<file path="src/rtl/multi_clk_div_pkg.sv">
// Shared encodings for the clock-divider bank: LED pattern modes and the BOUNCE sweep direction.
package multi_clk_div_pkg;
  localparam logic [1:0] MODE_BIN    = 2'd0;
  localparam logic [1:0] MODE_ROT    = 2'd1;
  localparam logic [1:0] MODE_BOUNCE = 2'd2;
  localparam logic [1:0] MODE_HOLD   = 2'd3;

  typedef enum logic {DIR_UP = 1'b0, DIR_DOWN = 1'b1} dir_e;
endpackage

</file>
<file path="src/rtl/div_chan.sv">
// One divider channel: half-period counter, shadowed half-period, toggling output and wrap strobe.
module div_chan #(
  parameter int CNT_W = 16
) (
  input  logic             clk,
  input  logic             reset,
  input  logic             en,
  input  logic [CNT_W-1:0] div_half,
  output logic             clk_div,
  output logic             wrap
);
  logic [CNT_W-1:0] cnt_q, h_q, h_ld;

  // A zero half-period would never wrap; treat it as one cycle.
  assign h_ld = (div_half == '0) ? CNT_W'(1) : div_half;
  assign wrap = en && (cnt_q == h_q - CNT_W'(1));

  always_ff @(posedge clk) begin
    if (reset) begin
      cnt_q   <= '0;
      h_q     <= h_ld;
      clk_div <= 1'b0;
    end else if (wrap) begin
      cnt_q   <= '0;
      h_q     <= h_ld;
      clk_div <= ~clk_div;
    end else if (en) begin
      cnt_q   <= cnt_q + CNT_W'(1);
    end
  end
endmodule

</file>
<file path="src/rtl/multi_clk_div.sv">
// CH-channel clock-divider bank with an LED pattern sequencer stepped by clk_div[CH-1] rising.
// Define MULTI_CLK_DIV_TICK_EN to add the registered per-channel wrap pulse output tick.
module multi_clk_div
  import multi_clk_div_pkg::*;
#(
  parameter int CH    = 3,
  parameter int CNT_W = 16
) (
  input  logic                clk,
  input  logic                reset,
  input  logic                en,
  input  logic [1:0]          mode,
  input  logic [CH*CNT_W-1:0] div_half,
  output logic [CH-1:0]       clk_div,
  output logic [CH-1:0]       led
`ifdef MULTI_CLK_DIV_TICK_EN
  ,
  output logic [CH-1:0]       tick
`endif
);
  localparam logic [CH-1:0] LED0 = CH'(1);

  logic [CH-1:0][CNT_W-1:0] half;
  logic [CH-1:0]            wrap;

  assign half = div_half;

  for (genvar i = 0; i < CH; i++) begin : g_ch
    div_chan #(.CNT_W(CNT_W)) u_chan (
      .clk      (clk),
      .reset    (reset),
      .en       (en),
      .div_half (half[i]),
      .clk_div  (clk_div[i]),
      .wrap     (wrap[i])
    );
  end

  logic          step, led_onehot;
  logic [CH-1:0] led_d;
  dir_e          dir_q, dir_d;

  // Wrap while the slowest output is low is exactly its 0->1 edge.
  assign step       = wrap[CH-1] & ~clk_div[CH-1];
  assign led_onehot = (led != '0) && ((led & (led - 1'b1)) == '0);

  always_comb begin
    logic go_up;
    led_d = led;
    dir_d = dir_q;
    go_up = 1'b0;
    if (step) begin
      case (mode)
        MODE_BIN: led_d = led + 1'b1;
        MODE_ROT: led_d = led_onehot ? ((led << 1) | (led >> (CH - 1))) : LED0;
        MODE_BOUNCE: begin
          if (!led_onehot) begin
            led_d = LED0;
            dir_d = DIR_UP;
          end else if (CH == 1) begin
            led_d = LED0;
          end else begin
            // Bounce off either end even if the saved direction points past it.
            go_up = led[0] | ((dir_q == DIR_UP) & ~led[CH-1]);
            if (go_up) begin
              led_d = led << 1;
              dir_d = led_d[CH-1] ? DIR_DOWN : DIR_UP;
            end else begin
              led_d = led >> 1;
              dir_d = led_d[0] ? DIR_UP : DIR_DOWN;
            end
          end
        end
        default: ;
      endcase
    end
  end

  always_ff @(posedge clk) begin
    if (reset) begin
      led   <= '0;
      dir_q <= DIR_UP;
    end else begin
      led   <= led_d;
      dir_q <= dir_d;
    end
  end

`ifdef MULTI_CLK_DIV_TICK_EN
  always_ff @(posedge clk) begin
    if (reset) tick <= '0;
    else       tick <= wrap;
  end
`endif
endmodule

</file>
<file path="config.mk">
export PLATFORM = sky130hd
export DESIGN_NAME = multi_clk_div
export DESIGN_NICKNAME = d
export VERILOG_FILES = /design/src/rtl/multi_clk_div_pkg.sv /design/src/rtl/div_chan.sv /design/src/rtl/multi_clk_div.sv
export SDC_FILE = /design/constraint.sdc
export NUM_CORES = 1
export LEC_CHECK = 0
export CAP_MARGIN = 30
export CORE_ASPECT_RATIO = 1.25
export CORE_MARGIN = 4
export CORE_UTILIZATION = 40
export CTS_CLUSTER_SIZE = 25
export DETAILED_ROUTE_END_ITERATION = 10
export GPL_TIMING_DRIVEN = 0
export PLACE_DENSITY = 0.67
export SLEW_MARGIN = 20
export SYNTH_ARGS = -nofsm -noshare
export SYNTH_HDL_FRONTEND = slang
export SYNTH_HIERARCHICAL = 1
export SYNTH_SLANG_ARGS = --single-unit
</file>
<file path="constraint.sdc">
create_clock -name clk -period 4.2 [get_ports clk]
set_input_delay 0.84 -clock clk [delete_from_list [all_inputs] [get_ports clk]]
set_output_delay 0.84 -clock clk [all_outputs]
set_load 0.005 [all_outputs]
</file>
[Yosys cells after proc, flatten, opt, wreduce, memory -nomap -nowiden]
Cells that the tools add are included.
Widths: inputs -> output; s select.
Word-level totals
  flip-flop bits (word level): 103
  latch bits: 0
  memory bits (writable): 0
  ROM bits: 0
  input bits: 53
  output and inout bits: 6
  logic and storage cells: 70
  memories kept: 0
Cells by class
  add/subtract/negate cells: 8
  multiply operators: 0
  divide/modulo/power cells: 0
  magnitude comparators: 0
  equality and inequality tests: 5
  shift operators: 0
  multiplexer cells: 17
  bitwise gates (word level): 10
  reductions and logical operators: 19
Operator list (number)
  $mux 16: 9
  $add 16x1->16 const B: 3
  $eq 16x16->1: 3
  $logic_not 16->1: 3
  $sub 16x1->16 const B: 3
  $mux 3: 3
  $pmux 3 s3: 1
  $reduce_bool 2->1: 3
  $reduce_bool 3->1: 2
  $reduce_or 2->1: 3
  $not 1->1: 5
  $logic_and 1x1->1: 4
  $mux 1: 4
  $reduce_and 2->1: 2
  $add 3x1->3 const B: 1
  $and 3x3->3: 1
  $logic_not 3->1: 1
  $or 3x1->3: 1
  $sub 3x1->3 const B: 1
  $and 1x1->1: 2
  $eq 2x1->1 const B: 1
  $eq 2x2->1 const B: 1
  $logic_not 2->1: 1
  $or 1x1->1: 1

[Depth between registers and ports, before layout]
Gate-level depths: netlist of run 1.
  word-level depth: 6
  depth in mapped cells: 12
  gate-level depth less buffers: 12

[Cells and area by module]
Netlist of run 1, hierarchy kept.
By module, submodules not included
  div_chan: instances 3, cells each 185, area an instance 1905.6 sq um, seq. area each 820.8 sq um
  multi_clk_div: instances 1, cells each 48, area an instance 405.4 sq um, seq. area each 80.1 sq um

[Least setup slack after synthesis of run 1]
No wires, ideal clock.
  path kind: register to register
  from: reg g_ch[0].u_chan.h_q[0]
  to: reg g_ch[0].u_chan.h_q[0] (enable)
  setup time: 0.312 ns
  data arrival time: 2.698 ns
  data required time: 3.888 ns
  path slack: 1.190 ns
  cell stages (with the launch flop): 11
  buffers on the path: 2
  period minus slack after synthesis: 3.010 ns
  cell sequence: edfxtp_1 inv_1 ha_1 or4b_4 or2_4 o41ai_2 nand3_1 a2111oi_2 or2_1 buf_6 buf_12
On the way
  cells in the longest elaborated chain, start to end: 4
RTL lines
  start, declared: line div_chan.sv:12  | logic [CNT_W-1:0] cnt_q, h_q, h_ld;
  start signal, assigned: line div_chan.sv:21  | h_q <= h_ld;
  start signal, assigned: line div_chan.sv:25  | h_q <= h_ld;
  $sub 16x1->16: line div_chan.sv:16  | assign wrap = en && (cnt_q == h_q - CNT_W'(1));
  $eq 16x16->1: line div_chan.sv:16
  $logic_and 1x1->1: line div_chan.sv:16
  $reduce_bool 2->1 (no source line)
No other way between the ends.
A chain may end at the register's enable or synchronous reset.

[Final worst setup path of run 1]
  from: reg g_ch[2].u_chan.h_q[0]
  to: reg led[0]
On the way
  cells in the longest elaborated chain, start to end: 5
RTL lines
  start, declared: line div_chan.sv:12
  start signal, assigned: line div_chan.sv:21
  start signal, assigned: line div_chan.sv:25
  $sub 16x1->16: line div_chan.sv:16
  $eq 16x16->1: line div_chan.sv:16
  $logic_and 1x1->1: line div_chan.sv:16
  via wrap[2]: line multi_clk_div.sv:24  | logic [CH-1:0] wrap;
  $and 1x1->1: line multi_clk_div.sv:44  | assign step = wrap[CH-1] & ~clk_div[CH-1];
  $reduce_and 2->1 (no source line)
  end signal, assigned: line multi_clk_div.sv:84  | led <= led_d;
  end, declared: line multi_clk_div.sv:15  | output logic [CH-1:0] led
The timed path passes the listed nets, and every way through them passes these cells.

==> impl_metrics.yaml, run 1 <==
placed_design:
  io_buffers: 57
  hpwl_mm: 9.364
  gp_congestion: 0.8588
route:
  detailedRoute.firstIterationViolations: 149
  avgViaCountPerCell: 5.276
  drc_errors: 0
  vias: 4506
  drtPass1Iterations: 4
  ant_nets: 0
  routed_wl_mm: 12.20
  post_drt_wl_per_cell_um: 14.28
timing:
  skew_ns: 0.01230
  holdWs_ns: 0.4606
  setup_viol: 0
  slew_viol_final: 0
  finalCriticalPeriod_ns: 3.412
  setup_tns_ns: 0
  relSlewSlack: 0.6282
  worst_slew_pin_slew_ns: 0.5527
  max_clock_freq_mhz: 293.1
  period_share: 0.8123
  rsz0062_at_grt: "false"
  finalHoldViolations: 0
grt:
  grt_pass1_wl_mm: 20.71
  track_usage: 0.1447
  grt_max_degree: 26
  antenna_found_initial: 1
  grt_remaining_overflow: 0
  grt_pass1_vias: 4571
worst_setup_path:
  cp_max_fo: 7
  timing.rr.end: "led[0]"
  r2r_cells: 11
  reg2reg_from: "g_ch[2].u_chan/h_q[0]"
  worstSetupPathType: "reg -> reg"
  start_kind: "flop"
  worst_ep_arrival_time_ns: 3.69
  endpoint_kind: "flop"
  ff2ff_setup_slack_ns: 0.79
  required_ns: 4.47
floorplan:
  coreArea_mm2: 0.01495
  num_rows: 50
  die_y_um: 146.0
  dieArea_mm2: 0.01727
  num_io_pins: 59
  initial_utilization: 0.4073
  die_x_um: 118.4
power:
  p_leak_nw: 2.368
  p_per_area_mw_per_mm2: 313.8
  vdd_drop_max_v: 0.0001552
cts:
  ctsHtreeMaxLevel: 3
  cts_hold_buf: 0
  cts_buffers: 9
  clock_latency_ns: 0.36
  postCtsSetupBuffers: 0
  cts.sinks: 103
  tritoncts: "yes"
  cts_buffer_depth: 2
  clk_pin_slew_worst_paths_ns: 0.08
  root_buffer: "clkbuf_16"
  post_cts_resized: 0
worst_hold_path:
  hold_path_end: "dir_q"
  hold_path.class: "reg -> reg"
  min_from: "dir_q"
  min_path_cells: 2
finish:
  fin_nets: 734
  diodes: 0
  drive_gt1_frac: 0.1205
  final_cell_mix: "57 x xnor2_1, 57 x clkdlybuf4s50_1, 55 x dfxtp_1"
  syn_to_final_growth_pct: 18.04
synth:
  syn-cell-area_mm2: 0.006090
  netlist_instances: 599
  syn_area_per_cell_um2: 10.17
  yosysWarnings: 6
  synthesis.nets: 666
outcome:
  outcome: "finished clean"
run:
  drv_cap: 0
[routing by layer]
| metal | vias up | track usage | part of all wire |
|---|---|---|---|
| met5 | - | 0 | 0.0016 |
| met4 | 2 | 0.06334 | 0.018 |
| met3 | 15 | 0.02605 | 0.031 |
| met2 | 64 | 0.2721 | 0.53 |
| met1 | 2163 | 0.1567 | 0.41 |
| li1 | 2262 | - | - |
[worst max-delay path: stages, from the launching register on]
cell and delay [ns]:
edfxtp_1 0.51, inv_1 0.10, ha_1 0.21, or4b_4 0.51
or2_4 0.26, o41ai_2 0.37, nand4b_1 0.14, a211oi_1 0.30
nor3b_2 0.48, nor2b_1 0.18, o21ai_0 0.10, a21oi_1 0.16
[sequential cells by signal, indices dropped and copies added, names as in the netlist]
signal               count
dir_q                    1
g_ch.u_chan/clk_div      3
g_ch.u_chan/cnt_q       48
g_ch.u_chan/h_q         48
led                      3
[power by group]
part / switching (mW) / leakage (nW) / internal (mW) / total (mW)
logic: 0.120 / 1.31 / 0.141 / 0.261
clock network: 0.417 / 0.143 / 0.421 / 0.838
registers: 0.0580 / 0.914 / 1.10 / 1.16
total: 0.595 / 2.37 / 1.66 / 2.26
[worst max-delay path by stage]
stage | end | cells after the start | slack, ns | from
4_1_cts | led[0] | 11 | 0.79 | g_ch[2].u_chan/h_q[0]
5_1_grt | led[0] | 10 | 0.46 | g_ch[2].u_chan/h_q[0]
3_3_place_gp | g_ch[2].u_chan/h_q[15] | 10 | 0.87 | g_ch[2].u_chan/h_q[0]
3_5_place_dp | led[0] | 10 | 0.83 | g_ch[2].u_chan/h_q[0]
2_1_floorplan | g_ch[2].u_chan/h_q[0] | 10 | 1.19 | g_ch[2].u_chan/h_q[0]
6_report | led[0] | 11 | 0.79 | g_ch[2].u_chan/h_q[0]
[final cells by class]
| type | instances | area (µm²) |
|---|---|---|
| fillers | 1360 | 7764 |
| multi-input cells | 430 | 3228 |
| flip-flops and latches | 103 | 2542 |
| repair buffers | 57 | 570.5 |
| plain buffers | 54 | 274.0 |
| well taps | 182 | 227.7 |
| clock buffers | 9 | 225.2 |
| clock inverters | 7 | 75.07 |
| inverters | 12 | 45.04 |
[metrics by stage]
step           power (mW)  area, µm²    util  setup WS, ns  instances
2_1_floorplan       1.336       6090       -         1.190        599
3_3_place_gp        1.429       6888  0.4607        0.8657        838
3_5_place_dp        1.441       6888  0.4607        0.8296        838
4_1_cts             2.287       7188  0.4808        0.7880        854
5_1_grt             2.355       7188  0.4808        0.4646        854
6_report            2.256       7188  0.4808        0.7883        854
Power figures use the tool's default switching activity.
==> run 2: changes to the inputs <==
Settings changed: PLACE_DENSITY 0.67 to 0.69.
Clock period 4.2 ns to 3 ns, I/O delays scaled along.
==> run 2 against run 1 <==
- the run now ends with negative setup slack left
- clock power grew 44%
- hold slack gained 0.020 ns
- first-iteration DRC count is 26% higher
- clock-buffer cell count increased by 2
- sequential share of layout area fell by 3.8 points
- register-to-register slack worse by 1.0 ns
- total power grew 47%
- setup slack worse by 1.0 ns
- maximum frequency increased by 5.0%
- routed wire length up 16%
- non-clock buffer count up 54
- clock skew is 0.0040 ns lower
- largest cell class unchanged
==> impl_metrics.yaml, run 2 (synthesized netlist as in run 1, its figures left out) <==
outcome:
  outcome: "complete, but fails checks"
  violations: "negative setup slack"
grt:
  grt_remaining_overflow: 0
  grt_max_degree: 17
  antenna_found_initial: 0
  grt_pass1_wl_mm: 22.47
  grt_pass1_vias: 4811
  track_usage: 0.1587
route:
  detailedRoute.firstIterationViolations: 187
  drc_errors: 0
  vias: 4826
  drtPass1Iterations: 4
  routed_wl_mm: 14.15
  ant_nets: 0
  post_drt_wl_per_cell_um: 15.58
  avgViaCountPerCell: 5.315
run:
  drv_cap: 0
timing:
  finalWorstSetupSlack_ns: -0.2502
  finalHoldViolations: 0
  holdWs_ns: 0.4809
  worst_slew_pin_slew_ns: 0.6012
  setup_viol: 88
  period_share: 1.083
  slew_viol_final: 0
  relSlewSlack: 0.5941
  max_clock_freq_mhz: 307.7
  skew_ns: 0.008259
  finalCriticalPeriod_ns: 3.250
  rsz0062_at_grt: "true"
power:
  p_per_area_mw_per_mm2: 413.2
  vdd_drop_max_v: 0.0002452
  p_leak_nw: 2.795
  finalPower_mw: 3.326
placed_design:
  io_buffers: 57
  hpwl_mm: 9.479
  gp_congestion: 0.8553
  post-place-cells: 838
floorplan:
  die_x_um: 118.4
  coreArea_mm2: 0.01495
  initial_utilization: 0.4073
  dieArea_mm2: 0.01727
  die_y_um: 146.0
  num_io_pins: 59
  num_rows: 50
worst_hold_path:
  hold_path.class: "reg -> reg"
  min_from: "dir_q"
finish:
  drive_gt1_frac: 0.2135
  reg.largest.list: "g_ch.u_chan/cnt_q (48), g_ch.u_chan/h_q (48)"
  diodes: 0
  stdcell_count: 908
  syn_to_final_growth_pct: 32.18
  final_cell_mix: "57 x xnor2_1, 57 x clkdlybuf4s50_1, 55 x dfxtp_1"
  fin_nets: 788
cts:
  tritoncts: "yes"
  clock_latency_ns: 0.35
  ctsHtreeMaxLevel: 3
  cts.sinks: 103
  cts_buffer_depth: 2
  cts_hold_buf: 0
  root_buffer: "clkbuf_16"
  clk_pin_slew_worst_paths_ns: 0.07
  cts_buffers: 9
worst_setup_path:
  worstSetupPathType: "reg -> reg"
  path_buf_inv: 2
  worst_ep_arrival_time_ns: 3.53
  crit_top_cell: "buf_4"
  start_kind: "flop"
  required_ns: 3.28
  endpoint_kind: "flop"
  critPathSlowestCell: "or4_4"
  reg2reg_from: "g_ch[2].u_chan/h_q[1]"
  cp_max_fo: 2
  crit_start: "g_ch[2].u_chan/h_q[1]"
  critPathTopFamily: "simple AND/OR/NAND/NOR gates"
  crit_chain: "buf_4 > or4_4 > or3_4 > nor4_4 > o211ai_1 > nand4b_1 > a211oi_2 > buf_4 > nand3b_1 > or3_2 > a21oi_2"
  slowest_delay_ns: 0.51
[run 2: path summary, 6_finish.rpt]
kind | cells after the start | slack (ns) | endpoint
worst max register to register | 11 | -0.25 | dir_q
worst max-delay path | 11 | -0.25 | dir_q
worst min register to register | 2 | 0.48 | dir_q
worst min-delay path | 2 | 0.48 | dir_q
[run 2: final cells by class]
class / count / area (µm²)
clock inverter: 5 / 56.30
clock buffer: 11 / 252.7
multi-input combinational: 430 / 3428
sequential: 103 / 2542
inverter: 12 / 45.04
buffer: 54 / 296.5
tap: 182 / 227.7
fill: 1293 / 6903
timing repair buffer: 111 / 1200
[run 2: stage by stage]
step	setup TNS [ns]	cell area, µm²	utilization	setup slack (ns)
CTS	-5.001	7800	0.5217	-0.1972
detailed placement	-22.61	6903	0.4617	-0.5550
finish	-8.372	8049	0.5383	-0.2502
global placement	-18.74	6903	0.4617	-0.5374
global route	-19.42	8049	0.5383	-0.4230
floorplan	0	6105	-	0.04320
[run 2: where the power goes]
part	leakage (nW)	internal, mW	switching [mW]	total (mW)
sequential	0.914	1.54	0.0773	1.62
combinational	1.73	0.278	0.223	0.501
clock	0.152	0.691	0.517	1.21
[run 2: worst register-to-register path, stage by stage (launching register included)]
cell	delay, ns
edfxtp_1	0.40
buf_4	0.15
or4_4	0.51
or3_4	0.36
nor4_4	0.32
o211ai_1	0.15
nand4b_1	0.23
a211oi_2	0.21
buf_4	0.17
nand3b_1	0.10
or3_2	0.47
a21oi_2	0.12
[run 2: timing repair]
item                       in CTS  in global routing
setup buffers                  35                 14
gates resized for setup        26                 22
gates cloned                    4                  2
setup endpoints to repair      86                 98
pin swaps                      14                 32
[run 2: metal layers]
metal  GRT usage  wire length [µm]  vias to the layer above
met5           0                 0                        -
met4     0.06628               518                        0
met3     0.03072               472                       36
met2      0.2936              7609                      117
met1      0.1761              5546                     2314
li1            -                 -                     2359
